### src/rtl/panel_seq.sv
// Front-panel sequencer for the TOY machine: owns the lamps and data display,
// drives the core run/step/hold pins, and performs LOAD/LOOK through the memory RW port.
module panel_seq #(
  parameter int AW    = 8,
  parameter int DW    = 16,
  parameter int SW    = 4,
  parameter int DRAIN = 3
) (
  input  logic          clk_i,
  input  logic          rst_n,
  input  logic          btn_load_i,
  input  logic          btn_look_i,
  input  logic          btn_step_i,
  input  logic          btn_run_i,
  input  logic          btn_stop_i,
  input  logic          btn_enter_i,
  input  logic [AW-1:0] sw_addr_i,
  input  logic [DW-1:0] sw_data_i,
  input  logic [SW-1:0] sw_step_i,
  input  logic          brk_en_i,
  input  logic [AW-1:0] brk_addr_i,
  output logic [5:0]    btn_en_o,
  output logic          led_ready_o,
  output logic          led_inwait_o,
  output logic          led_brk_o,
  output logic          core_run_o,
  output logic          core_step_o,
  output logic          core_hold_o,
  input  logic          core_done_i,
  input  logic [AW-1:0] core_pc_i,
  input  logic          core_halt_i,
  input  logic          core_inwait_i,
  output logic          pc_wen_o,
  output logic [AW-1:0] pc_o,
  output logic          mem_val_o,
  output logic          mem_wen_o,
  output logic [AW-1:0] mem_addr_o,
  output logic [DW-1:0] mem_wdata_o,
  input  logic          mem_rdy_i,
  input  logic [DW-1:0] mem_rdata_i,
  output logic [DW-1:0] disp_data_o
);

  localparam int CW = (DRAIN < 1) ? 1 : $clog2(DRAIN + 1);

  // Lamp order {reset,stop,enter,run,step,load/look}
  localparam logic [5:0] LAMP_IDLE   = 6'b100111;
  localparam logic [5:0] LAMP_RUN    = 6'b010000;
  localparam logic [5:0] LAMP_INWAIT = 6'b101001;
  localparam logic [5:0] LAMP_HALT   = 6'b100001;

  typedef enum logic [2:0] {
    S_IDLE, S_STEP, S_RUN, S_STOPPING, S_DRAIN, S_INWAIT, S_HALT, S_BRK
  } state_t;

  state_t        state_q, state_d, target_q, exit_tgt;
  logic          exit_hit, brk_hit, go_press, ls_state, run_state;
  logic          ld_acc, lk_acc, drain_rd;
  logic [AW-1:0] addr_q, base_q, last_pc_q, used_addr;
  logic          seq_q, look_pend_q, rd_pend_q;
  logic [SW-1:0] stepcnt_q;
  logic [CW-1:0] drain_cnt_q;

  // Memory handshake: a request is raised only in a cycle where mem_rdy_i is
  // already high, so every asserted mem_val_o is accepted that same cycle;
  // read data is returned on mem_rdata_i the following cycle.
  always_comb begin
    ls_state  = state_q inside {S_IDLE, S_HALT, S_BRK, S_INWAIT};
    run_state = state_q inside {S_STEP, S_RUN, S_STOPPING};
    go_press  = (state_q == S_IDLE || state_q == S_BRK) && (btn_run_i || btn_step_i);
    ld_acc    = ls_state && !go_press && btn_load_i && mem_rdy_i;
    lk_acc    = ls_state && !go_press && btn_look_i && !btn_load_i && mem_rdy_i;
    used_addr = (seq_q && sw_addr_i == base_q) ? addr_q + AW'(1) : sw_addr_i;
    drain_rd  = (state_q == S_DRAIN) && (drain_cnt_q == '0) && !rd_pend_q && mem_rdy_i;

    mem_val_o   = ld_acc || lk_acc || drain_rd;
    mem_wen_o   = ld_acc;
    mem_addr_o  = drain_rd ? last_pc_q : ((ld_acc || lk_acc) ? used_addr : '0);
    mem_wdata_o = ld_acc ? sw_data_i : '0;

    brk_hit  = brk_en_i && core_done_i && (core_pc_i == brk_addr_i);
    exit_hit = 1'b1;
    exit_tgt = S_IDLE;
    if (core_inwait_i)    exit_tgt = S_INWAIT;
    else if (core_halt_i) exit_tgt = S_HALT;
    else if (brk_hit)     exit_tgt = S_BRK;
    else                  exit_hit = 1'b0;

    state_d = state_q;
    case (state_q)
      S_IDLE, S_BRK: begin
        if (btn_run_i)                              state_d = S_RUN;
        else if (btn_step_i)                        state_d = S_STEP;
        else if (state_q == S_BRK && (ld_acc || lk_acc)) state_d = S_IDLE;
      end
      S_HALT:     if (ld_acc || lk_acc) state_d = S_IDLE;
      S_INWAIT:   if (btn_enter_i) state_d = S_IDLE;
      S_STEP: begin
        if (exit_hit)                                   state_d = S_DRAIN;
        else if (core_done_i && stepcnt_q <= SW'(1))    state_d = S_IDLE;
      end
      S_RUN: begin
        if (exit_hit)        state_d = S_DRAIN;
        else if (btn_stop_i) state_d = S_STOPPING;
      end
      S_STOPPING: begin
        if (exit_hit)         state_d = S_DRAIN;
        else if (core_done_i) state_d = S_IDLE;
      end
      S_DRAIN:    if (rd_pend_q) state_d = target_q;
      default:    state_d = S_IDLE;
    endcase
  end

  always_ff @(posedge clk_i or negedge rst_n) begin
    if (!rst_n) begin
      state_q      <= S_IDLE;
      target_q     <= S_IDLE;
      addr_q       <= '0;
      base_q       <= '0;
      seq_q        <= 1'b0;
      stepcnt_q    <= '0;
      drain_cnt_q  <= '0;
      rd_pend_q    <= 1'b0;
      look_pend_q  <= 1'b0;
      last_pc_q    <= '0;
      btn_en_o     <= '0;
      led_ready_o  <= 1'b0;
      led_inwait_o <= 1'b0;
      led_brk_o    <= 1'b0;
      core_run_o   <= 1'b0;
      core_step_o  <= 1'b0;
      core_hold_o  <= 1'b1;
      pc_wen_o     <= 1'b0;
      pc_o         <= '0;
      disp_data_o  <= '0;
    end else begin
      state_q      <= state_d;
      core_hold_o  <= !(state_d inside {S_STEP, S_RUN, S_STOPPING});
      core_run_o   <= (state_d == S_RUN);
      led_ready_o  <= state_d inside {S_IDLE, S_HALT, S_BRK};
      led_brk_o    <= (state_d == S_BRK);
      led_inwait_o <= (state_d == S_INWAIT);
      case (state_d)
        S_IDLE, S_BRK: btn_en_o <= LAMP_IDLE;
        S_RUN:         btn_en_o <= LAMP_RUN;
        S_INWAIT:      btn_en_o <= LAMP_INWAIT;
        S_HALT:        btn_en_o <= LAMP_HALT;
        default:       btn_en_o <= '0;
      endcase

      // One instruction request on entry, then one per retirement until the count runs out
      core_step_o <= (state_d == S_STEP) &&
                     ((state_q != S_STEP) || (core_done_i && stepcnt_q > SW'(1)));
      if (state_d == S_STEP && state_q != S_STEP)
        stepcnt_q <= (sw_step_i == '0) ? SW'(1) : sw_step_i;
      else if (state_q == S_STEP && core_done_i)
        stepcnt_q <= stepcnt_q - SW'(1);

      if (run_state && core_done_i) last_pc_q <= core_pc_i;

      if (state_d == S_DRAIN && state_q != S_DRAIN) begin
        drain_cnt_q <= CW'(DRAIN);
        target_q    <= exit_tgt;
        rd_pend_q   <= 1'b0;
      end else if (state_q == S_DRAIN) begin
        if (drain_cnt_q != '0) drain_cnt_q <= drain_cnt_q - CW'(1);
        rd_pend_q <= drain_rd;
      end

      if (ld_acc)
        disp_data_o <= sw_data_i;
      else if (look_pend_q || (state_q == S_DRAIN && rd_pend_q))
        disp_data_o <= mem_rdata_i;
      else if (state_q == S_STEP && core_done_i)
        disp_data_o <= DW'(core_pc_i);

      look_pend_q <= lk_acc;
      pc_wen_o    <= ld_acc || lk_acc;
      // Repeated presses at an unchanged address switch walk forward through memory
      if (ld_acc || lk_acc) begin
        pc_o   <= used_addr;
        addr_q <= used_addr;
        base_q <= sw_addr_i;
        seq_q  <= 1'b1;
      end else if (!(state_d inside {S_IDLE, S_HALT, S_BRK, S_INWAIT})) begin
        seq_q <= 1'b0;
      end
    end
  end

endmodule
### config.mk
export PLATFORM = sky130hd
export DESIGN_NAME = panel_seq
export DESIGN_NICKNAME = d
export VERILOG_FILES = /design/src/rtl/panel_seq.sv
export SDC_FILE = /design/constraint.sdc
export NUM_CORES = 1
export LEC_CHECK = 0
export ABC_CLOCK_PERIOD_IN_PS = 2020
export CAP_MARGIN = 20
export CORE_ASPECT_RATIO = 1.75
export CORE_MARGIN = 3
export CORE_UTILIZATION = 57
export DETAILED_ROUTE_END_ITERATION = 16
export DONT_BUFFER_PORTS = 1
export PLACE_DENSITY = 0.75
export SKIP_LAST_GASP = 1
export SYNTH_ARGS = -nofsm -noshare
export SYNTH_HDL_FRONTEND = slang
export SYNTH_SLANG_ARGS = --single-unit
### constraint.sdc
create_clock -name clk_i -period 2.02 [get_ports clk_i]
set_clock_uncertainty 0.05 [all_clocks]
set_input_delay 0.101 -clock clk_i [delete_from_list [all_inputs] [get_ports clk_i]]
set_output_delay 0.101 -clock clk_i [all_outputs]
set_load 0.1 [all_outputs]
==> results.toml, run 1 <==
[logic_synthesis]
synth_xor_area_share_pct = 5.02
yosysTopAreaCellShare_pct = 43.0
yosysUniqueCellTypes = 60
yosysWarnings = 0
synth-compound-area-share_pct = 20.0
synth_mux_area_share_pct = 3.55
avgSynthCellArea_sq_um = 8.95
async_flop_share_pct = 100
yosysMostFrequentCell = "nand2_1"
synthAdderAreaFrac_pct = 1.37
ys_seq_elements = 64
synth_area_leaders = "dfrtp_1, nand2_1, xnor2_1, a21oi_1, o21bai_1"
syn-cell-area_sq_mm = 0.00366
synth_common_cells = "nand2_1, dfrtp_1, a21oi_1"
syn_inst = 409
yosys_most_used_dff = "dfrtp_1"
yosys.area_share.simple_pct = 21.3
ys_seq_area_share_pct = 43.8
synth_top_family_by_area = "simple AND/OR/NAND/NOR gates"
syn-num-nets = 486
yosysTopAreaCell = "dfrtp_1"
synth_edf_count = 0

[die]
num_rows = 38
fp.dieW_microns = 66.6
initial_core_util_pct = 58.8
dieHeight_microns = 112
io_pins = 136

[clocking]
clock_path_buffers = 2
cts_setup_buffers = 49
htreeDepth = 3
cts_made_buffers = 9
cts-root-buf = "clkbuf_8"
ctsHoldBuffers = 53
cts_resized = 45
cts.sinks = 64

[run_status]
status = "aborted with a tool error"
error = "[ERROR DPL-0033] detailed placement checks failed during check placement."
failed_stage = "clock tree synthesis"

[placement]
placed_cell_area_sq_mm = 0.00481
io_buffers = 0
dp.final_hpwl_microns = 7970
gp_congestion = 0.889
-- cell families after synthesis --
group	after synthesis
adders and majority gates	4
xor gates and xnor gates	21
buffers and inverters	39
and+or+nand+nor	163
AOI/OAI and AO/OA	106
DFF	64
muxes	12
-- per-stage QoR --
stage,setup slack (ps),setup TNS (ps),instances,utilization [%]
floorplan,-192,-338,409,-
global placement,18.3,0,553,77.2
detailed placement,-63.3,-274,553,77.2
==> run 2: changes to the inputs <==
- ABC_CLOCK_PERIOD_IN_PS: 2020 -> 2600
- CORE_ASPECT_RATIO: 1.75 -> unset
- CORE_UTILIZATION: 57 -> 40
- PLACE_DENSITY: 0.75 -> unset
- PLACE_DENSITY_LB_ADDON: unset -> 0.15
- clock period: 2.02 -> 2.6 ns (I/O delays scaled with it)
==> run 2 against run 1 <==
The flow now finishes without violations. Synthesized cell count unchanged. Synthesized area is the same.
==> results.toml, run 2 <==
[logic_synthesis]
yosysUniqueCellTypes = 60
synth_edf_count = 0
async_flop_share_pct = 100
synth_common_cells = "nand2_1, dfrtp_1, a21oi_1"
syn-num-nets = 486
synth_area_leaders = "dfrtp_1, nand2_1, xnor2_1, a21oi_1, o21bai_1"
syn-cell-area_sq_mm = 0.00366
yosysTopAreaCell = "dfrtp_1"
yosys_most_used_dff = "dfrtp_1"
yosysTopAreaCellShare_pct = 43.0
yosysMostFrequentCell = "nand2_1"
avgSynthCellArea_sq_um = 8.95
syn_inst = 409
ys_seq_elements = 64
ys_seq_area_share_pct = 43.8
yosysWarnings = 0

[placement]
pre_cts_ws_ps = 360
dp.final_hpwl_microns = 7620
io_buffers = 0
place_inst = 552
gp_congestion = 0.842

[power_and_ir_drop]
powerDensity_mw_per_mm2 = 1370
intPower_uw = 3090
leakage_uw = 0.00225
netSwitchingFraction_pct = 56.3
p_sw_uw = 3990
seq_power_share_pct = 31.7
pwr-share-comb_pct = 56.1
clkPwrFrac_pct = 12.2
vdd_drop_max_mv = 0.639

[clocking]
clock_path_buffers = 2
htreeDepth = 3
cts.sinks = 64
clk_latency_ps = 340
cts_tree = "built"
clk_pin_slew_ps = 70
cts_made_buffers = 9
cts-root-buf = "clkbuf_8"

[finish]
layout_commonest_cell = "nand2_1"
layout_common_cells = "nand2_1, dfrtp_1, dlygate4sd3_1"
fill_cells = 788
area_delta_synth_final_pct = 40.6
max_flop_register = "disp_data_o"
largest_reg_flops = 16
drive_above_1_share_pct = 22.9
instances_no_fill = 614
fin_nets = 578
antenna_cells = 0

[sta]
rsz0062_at_grt = "false"
max_freq_mhz = 402
setup_ws_ps = 113
setup_viol_count_final = 0
hold_viol_final = 0
slew_headroom_pct = 37.1
maxSlewViolCount = 0
finalCritPeriodShare_pct = 95.7
fin_crit_ps = 2490
worst_pin_slew_ps = 946

[die]
dieHeight_microns = 102
num_rows = 34
io_pins = 136
initial_core_util_pct = 41.6
fp.dieW_microns = 102
core-area_sq_mm = 0.00881
die_area_sq_mm = 0.0103

[critical_path]
start_kind = "register"
path_class = "register to output port"
cp-end-kind = "output port"
critPathMaxFanout = 16
critPathArrivalTime_ps = 2310
worst_ep_required_time_ps = 2420

[hold_path]
hold_class = "input pin to register"

[global_route]
grt_pass1_vias = 3409
antenna_found_initial = 0
grt.overflow.total = 0
grt_pass1_wl_microns = 17100
grt_max_degree = 65
grt_use_total_pct = 21.3

[flow_run]
max-cap-violations = 0

[detailed_routing]
drtAntennaViolNets = 0
first_pass_iters = 5
drc = 0
vias = 3396
routedWlPerCell_microns = 17.6
vias_per_cell = 5.53
drt_iter0_markers = 166
wirelength_microns = 10800

[run_status]
status = "finished, final reports clean"
## run 2: cell counts after synthesis
Identical to the previous run, type by type.
## run 2: layout make-up
type	count	area (sq um)	share of cell area [%]
multi-input cells	306	1920	37.2
clock inverters	7	72.6	1.41
well taps	108	135	2.62
repair buffers	105	1230	23.9
inverters	14	56.3	1.09
repair inverters	1	5.00	0.0972
clock buffers	9	124	2.41
flip-flops and latches	64	1610	31.3
## run 2: routing by layer
layer | up-vias | global-route usage [%] | routed length, microns
met5 | - | 0 | 0
met4 | 0 | 5.83 | 68
met3 | 8 | 6.96 | 853
met2 | 137 | 33.4 | 5340
met1 | 1644 | 28.3 | 4560
li1 | 1607 | - | -
## run 2: final timing paths
path,startpoint,end,slack [ps],depth (start not counted)
setup / recovery,state_q[0],mem_addr_o[1],110,8
hold / removal,core_inwait_i,target_q[2],20,3
setup reg to reg,state_q[0],btn_en_o[2],350,8
hold reg to reg,target_q[2],target_q[2],420,1
max in group asynchronous,rst_n,core_hold_o,1870,2
min in group asynchronous,rst_n,state_q[1],330,2
## run 2: cells by family after synthesis
family	after synthesis	synth area share, %
and+or+nand+nor	163	21.3
AOI/OAI and AO/OA	106	20.0
DFF	64	43.8
buffers and inverters	39	5.02
xor gates and xnor gates	21	5.02
muxes	12	3.55
adders and majority gates	4	1.37
## run 2: metrics by stage
stage	total power, uW	TNS (ps)	hold WS (ps)	util (%)	instance area (sq um)
floorplan	5260	-126	-216	-	3690
global placement	6060	0	-213	50.8	4470
detailed placement	6110	0	-213	50.8	4470
CTS	7090	0	11.2	58.3	5130
global route	7480	0	12.8	58.5	5150
finish	7080	0	20.4	58.5	5150
## run 2: worst max-delay path, cell delays in order, from the launching register on
cell and delay (ps):
dfrtp_1 380, buf_4 190, nor3_1 280, a32o_2 230, nand2b_2 130, buf_4 220, nor2_1 190, a21o_1 150
buf_12 180
## run 2: power groups by stage
stage	Clock, uW	Combinational (uW)	Sequential (uW)
6_report	863	3970	2250
5_1_grt	929	4240	2310
4_1_cts	881	3960	2240
3_5_place_dp	0	3850	2260
3_3_place_gp	0	3810	2250
2_1_floorplan	0	2030	3230
## run 2: timing repair
action / CTS / global route
resized for setup: 1 / 3
setup endpoints to repair: 4 / 8
setup buffers: 0 / 1
gates cloned: 0 / 1
hold buffers: 44 / 0
hold endpoints to repair: 110 / 0
Note: power is estimated with default switching activity, not from simulation.
